`src/rtl/conv_window_generator.sv`:
```
// Raster-scan 3x3 window generator: two line buffers plus a 3-column shift register.
// Emits one packed window per pixel at (r>=2, c>=2) through a single registered output stage.
module conv_window_generator #(
    parameter int unsigned IMG_W = 32,
    parameter int unsigned IMG_H = 32,
    parameter int unsigned PIX_W = 8
) (
    input  logic                     clk,
    input  logic                     rst_n,
    input  logic                     frame_start,
    input  logic                     pix_valid,
    output logic                     pix_ready,
    input  logic [PIX_W-1:0]         pix_data,
    output logic                     win_valid,
    input  logic                     win_ready,
    output logic [9*PIX_W-1:0]       win_data,
    output logic [$clog2(IMG_H)-1:0] win_row,
    output logic [$clog2(IMG_W)-1:0] win_col,
    output logic                     frame_done
);

    localparam int unsigned RW = $clog2(IMG_H);
    localparam int unsigned CW = $clog2(IMG_W);
    localparam int unsigned P  = PIX_W;

    localparam logic [CW-1:0] ColLast = CW'(IMG_W - 1);
    localparam logic [RW-1:0] RowLast = RW'(IMG_H - 1);

    typedef enum logic [1:0] {StIdle, StActive, StDrain} state_e;

    state_e state_q, state_d;
    logic   frame_done_d;

    logic [RW-1:0] row_q;
    logic [CW-1:0] col_q;

    // Line buffers: lb0 holds row r-1, lb1 holds row r-2 at the current column.
    logic [P-1:0] lb0_q [IMG_W];
    logic [P-1:0] lb1_q [IMG_W];

    // Older window columns, each packed {top, mid, bot}; sr0 is the leftmost.
    logic [3*P-1:0] sr0_q, sr1_q;
    logic [3*P-1:0] col_word;
    logic [9*P-1:0] win_next;

    logic out_free, accept, col_last, last_pix, in_window;

    assign out_free  = !win_valid || win_ready;
    assign pix_ready = (state_q == StActive) && out_free;
    assign accept    = pix_valid && pix_ready;
    assign col_last  = (col_q == ColLast);
    assign last_pix  = col_last && (row_q == RowLast);
    assign in_window = (row_q >= RW'(2)) && (col_q >= CW'(2));
    assign col_word  = {lb1_q[col_q], lb0_q[col_q], pix_data};

    // Top row first, left to right; bottom-right pixel in the LSBs.
    assign win_next = {sr0_q[3*P-1 -: P], sr1_q[3*P-1 -: P], col_word[3*P-1 -: P],
                       sr0_q[2*P-1 -: P], sr1_q[2*P-1 -: P], col_word[2*P-1 -: P],
                       sr0_q[P-1:0],      sr1_q[P-1:0],      col_word[P-1:0]};

    // Frame sequencing next-state and end-of-frame pulse.
    always_comb begin
        state_d      = state_q;
        frame_done_d = 1'b0;
        unique case (state_q)
            StIdle:   if (frame_start) state_d = StActive;
            StActive: if (accept && last_pix) state_d = StDrain;
            StDrain: begin
                if (out_free) begin
                    state_d      = StIdle;
                    frame_done_d = 1'b1;
                end
            end
            default:  state_d = StIdle;
        endcase
    end

    // State register and registered frame_done pulse.
    always_ff @(posedge clk or negedge rst_n) begin
        if (!rst_n) begin
            state_q    <= StIdle;
            frame_done <= 1'b0;
        end else begin
            state_q    <= state_d;
            frame_done <= frame_done_d;
        end
    end

    // Raster position of the next pixel to be accepted.
    always_ff @(posedge clk or negedge rst_n) begin
        if (!rst_n) begin
            row_q <= '0;
            col_q <= '0;
        end else if (state_q == StIdle && frame_start) begin
            row_q <= '0;
            col_q <= '0;
        end else if (accept) begin
            if (col_last) begin
                col_q <= '0;
                row_q <= last_pix ? '0 : row_q + RW'(1);
            end else begin
                col_q <= col_q + CW'(1);
            end
        end
    end

    // Line buffers and column shift register; never read before written within a frame.
    always_ff @(posedge clk) begin
        if (accept) begin
            lb1_q[col_q] <= lb0_q[col_q];
            lb0_q[col_q] <= pix_data;
            sr0_q        <= sr1_q;
            sr1_q        <= col_word;
        end
    end

    // Output stage: load on a windowing accept, hold while stalled, clear on consume.
    always_ff @(posedge clk or negedge rst_n) begin
        if (!rst_n) begin
            win_valid <= 1'b0;
            win_data  <= '0;
            win_row   <= '0;
            win_col   <= '0;
        end else if (accept) begin
            win_valid <= in_window;
            if (in_window) begin
                win_data <= win_next;
                win_row  <= row_q - RW'(2);
                win_col  <= col_q - CW'(2);
            end
        end else if (win_ready) begin
            win_valid <= 1'b0;
        end
    end

endmodule

```
`config.mk`:
```
export PLATFORM = sky130hd
export DESIGN_NAME = conv_window_generator
export DESIGN_NICKNAME = d
export VERILOG_FILES = /design/src/rtl/conv_window_generator.sv
export SDC_FILE = /design/constraint.sdc
export NUM_CORES = 1
export LEC_CHECK = 0
export ABC_AREA = 1
export BUFFER_PORTS_ARGS = -buffer_cell sky130_fd_sc_hd__buf_2
export CORE_MARGIN = 1
export CORE_UTILIZATION = 65
export DETAILED_ROUTE_END_ITERATION = 8
export PLACE_DENSITY_LB_ADDON = 0.2
export SETUP_SLACK_MARGIN = 0.3
export SLEW_MARGIN = 20
export SYNTH_ARGS = -nofsm -noshare
export SYNTH_HDL_FRONTEND = slang
export SYNTH_SLANG_ARGS = --single-unit
```
`constraint.sdc`:
```
create_clock -name clk -period 6.7 [get_ports clk]
set_clock_uncertainty 0.05 [all_clocks]
set_input_delay 1.34 -clock clk [delete_from_list [all_inputs] [get_ports clk]]
set_output_delay 1.34 -clock clk [all_outputs]
set_load 0.01 [all_outputs]
```
==> impl_metrics.csv <==
group,metric,value,unit
finish,utilization,73.7,%
global_routing,grt_pass1_vias,19000,
pwr,clkPwrFrac,25.7,%
finish,drive_gt1_share,9.44,%
drt,drt_iter0_drc,2216,
timing,tightest_slew,1.11,ns
drt,totalWireLength,65.1,mm
drt,num_vias,19100,
timing,hold_viol_final,0,
timing,finalWorstSetupSlack,2.78,ns
setup_path,path_delay_family,"buffers and inverters",
pwr,pwr-share-comb,31.7,%
global_routing,gr-total-overflow,0,
setup_path,cp_cell_sequence,"inv_6 > buf_4 > nand2_1 > nand3_1 > nand2_1 > nand2_1 > nand2_1 > nor2_1 > nand2_1 > buf_4 > nand2_1 > nand2_1",
finish,final_common_cell,"nand2_1",
global_routing,track_usage,30.5,%
timing,timing.hold.ws,0.391,ns
cts,cts_tree,"built",
finish,antenna_cells,0,
timing,final-max-slew-violation-count,0,
timing,setup_violations,0,
pwr,power_frac_seq,42.6,%
global_routing,grt_pass1_wl,102,mm
cts,clkSinkCount,656,
pwr,vdd_ir_drop_max,308,uV
drt,firstDrtPassIters,5,
pwr,p_switching,5.17,mW
yosys,synth.avg_cell_area,10.1,sq um
drt,wl_per_cell,18.7,microns
setup_path,critical_path_required,7.11,ns
floorplan,io_pins,98,
yosys,ys_warn_count,0,
place,dp_hpwl,37.0,mm
place,port_buffers,97,
cts,post_cts.repair.setup_buffers,0,
floorplan,die_w,210,microns
setup_path,worstPathArrival,4.33,ns
cts,cts_max_level,3,
finish,final_cell_mix,"nand2_1, edfxtp_1, inv_1",
setup_path,r2r_slack,2.78,ns
yosys,synth_seq_cells,656,
flow_run,cap_violations,0,
global_routing,antenna_found_initial,2,
timing,fmax,255,MHz
pwr,cellPowerDensity,455,nW/um^2
pwr,intPower,8.97,mW
setup_path,cpMaxStageDelayCell,"buf_4",
floorplan,start_util,66.5,%
cts,cts.hold.buffers_added,0,
yosys,synth_cells,2780,
floorplan,core_area,42200,sq um
setup_path,path_class,"reg -> reg",
floorplan,design.die.area,44000,sq um
yosys,syn_area,28100,sq um
place,dp_slack,2.67,ns
timing,final.setup.tns,0,ns
drt,ant_nets,0,
floorplan,die_h,210,microns
timing,min_period,3.92,ns
global_routing,grt_max_degree,146,
timing,slew_headroom,25.8,%
drt,viasPerCell,5.49,
min_path,min_path_type,"reg -> reg",
setup_path,crit_top_cell,"nand2_1",
run_status,status,"finished, final reports clean",
cts,cts-root-buf,"clkbuf_16",
pwr,switching_share,36.6,%
place,finalWeightedCongestion,0.829,
finish,final_net_count,2908,
yosys,seq_area_frac_synth,68.5,%
setup_path,crit_fanout,91,
setup_path,cpPeakStageDelay,0.77,ns
timing,rsz0062_at_grt,"false",
setup_path,path_buf_inv,3,
cts,path_clk_slew,0.06,ns
cts,cts_buffers,66,
yosys,yosysTopAreaCell,"edfxtp_1",
drt,drcViolationCount,0,
yosys,synthTopCellsByArea,"edfxtp_1, nand2_1, dfrtp_1, inv_1, nand3_1",
yosys,synth_nets,2805,
yosys,synth_top_area_share,59.9,%
setup_path,critPathCaptureType,"flip-flop",
floorplan,fp-row-count,75,
yosys,ys_types,32,
timing,finalCritPeriodShare,58.5,%
setup_path,start_kind,"flip-flop",
cts,cts_resized,0,
cts,insertion_delay,0.58,ns
cts,cts_max_path_buffers,3,
pwr,p_leak,14.5,nW
finish,area_delta_synth_final,10.8,%
## power groups by stage
stage	sequential (mW)	combinational, mW	clock (mW)
after floorplan	6.08	2.89	0
after global routing	6.07	4.93	3.82
after CTS	6.03	4.44	3.68
after global placement	6.08	4.25	0
final	6.02	4.48	3.64
after detailed placement	6.10	4.38	0
## layer usage
metal,track usage (%),up-vias,wire [microns]
met4,12.3,2,2080
met1,41.9,9135,26200
met3,5.24,132,5730
li1,-,8890,-
met2,49.1,916,31100
met5,0,-,11
## cell families after synthesis
family | share of synthesized area (%)
AO/OA/AOI/OAI | 0.473
XOR/XNOR | 0.156
adder cells (fa/ha/maj) | 0.535
buffers and inverters | 9.37
flip-flops | 68.5
AND/OR/NAND/NOR | 21.0
## sequential cells by signal (all words and copies together), names as in the netlist
| signal | count |
|---|---|
| lb0_q | 256 |
| row_q | 5 |
| sr1_q | 24 |
| state_q | 2 |
| frame_done | 1 |
| win_col | 5 |
| lb1_q | 256 |
| col_q | 5 |
| sr0_q | 24 |
| win_row | 5 |
| win_data | 72 |
| win_valid | 1 |
## layout make-up
cell class / instances / area [sq um]
Fill cell: 2880 / 11100
Tap cell: 539 / 674
Multi-Input combinational cell: 1504 / 6250
Inverter: 507 / 1920
Timing Repair Buffer: 148 / 895
Sequential cell: 656 / 19200
Clock buffer: 94 / 1990
Clock inverter: 26 / 171
## through the flow
stage	cells	power, mW	cell area [sq um]
6_report	3474	14.1	31100
5_1_grt	3474	14.8	31100
4_1_cts	3474	14.1	31100
3_5_place_dp	3354	10.5	29000
3_3_place_gp	3352	10.3	28900
2_1_floorplan	2780	8.97	28100
## Yosys cell counts (all sizes together)
master  instances
a31oi           2
o21ai          17
o31ai           1
nor2           75
nand2        1131
xnor2           2
dfrtp          96
a21oi           2
nand4           3
clkbuf          8
xor2            3
edfxtp        560
o22ai           1
clkinv          1
nand3         246
inv           506
nor3            7
buf           105
a22oi           1
ha             12
nor3b           1
## tightest hold or removal path, cell delays in order (launching register included)
cell	delay, ns
edfxtp_1	0.32
nand2_1	0.05
nand2_1	0.04
## final timing paths
check | start | end | depth (start not counted)
max | col_q[0] | win_data[29] | 12
min | sr0_q[11] | win_data[43] | 2
max reg2reg | col_q[0] | win_data[29] | 12
min reg2reg | sr0_q[11] | win_data[43] | 2
max in group asynchronous | rst_n | win_data[5] | 2
min in group asynchronous | rst_n | win_data[1] | 1
(Power assumes the default switching activity.)
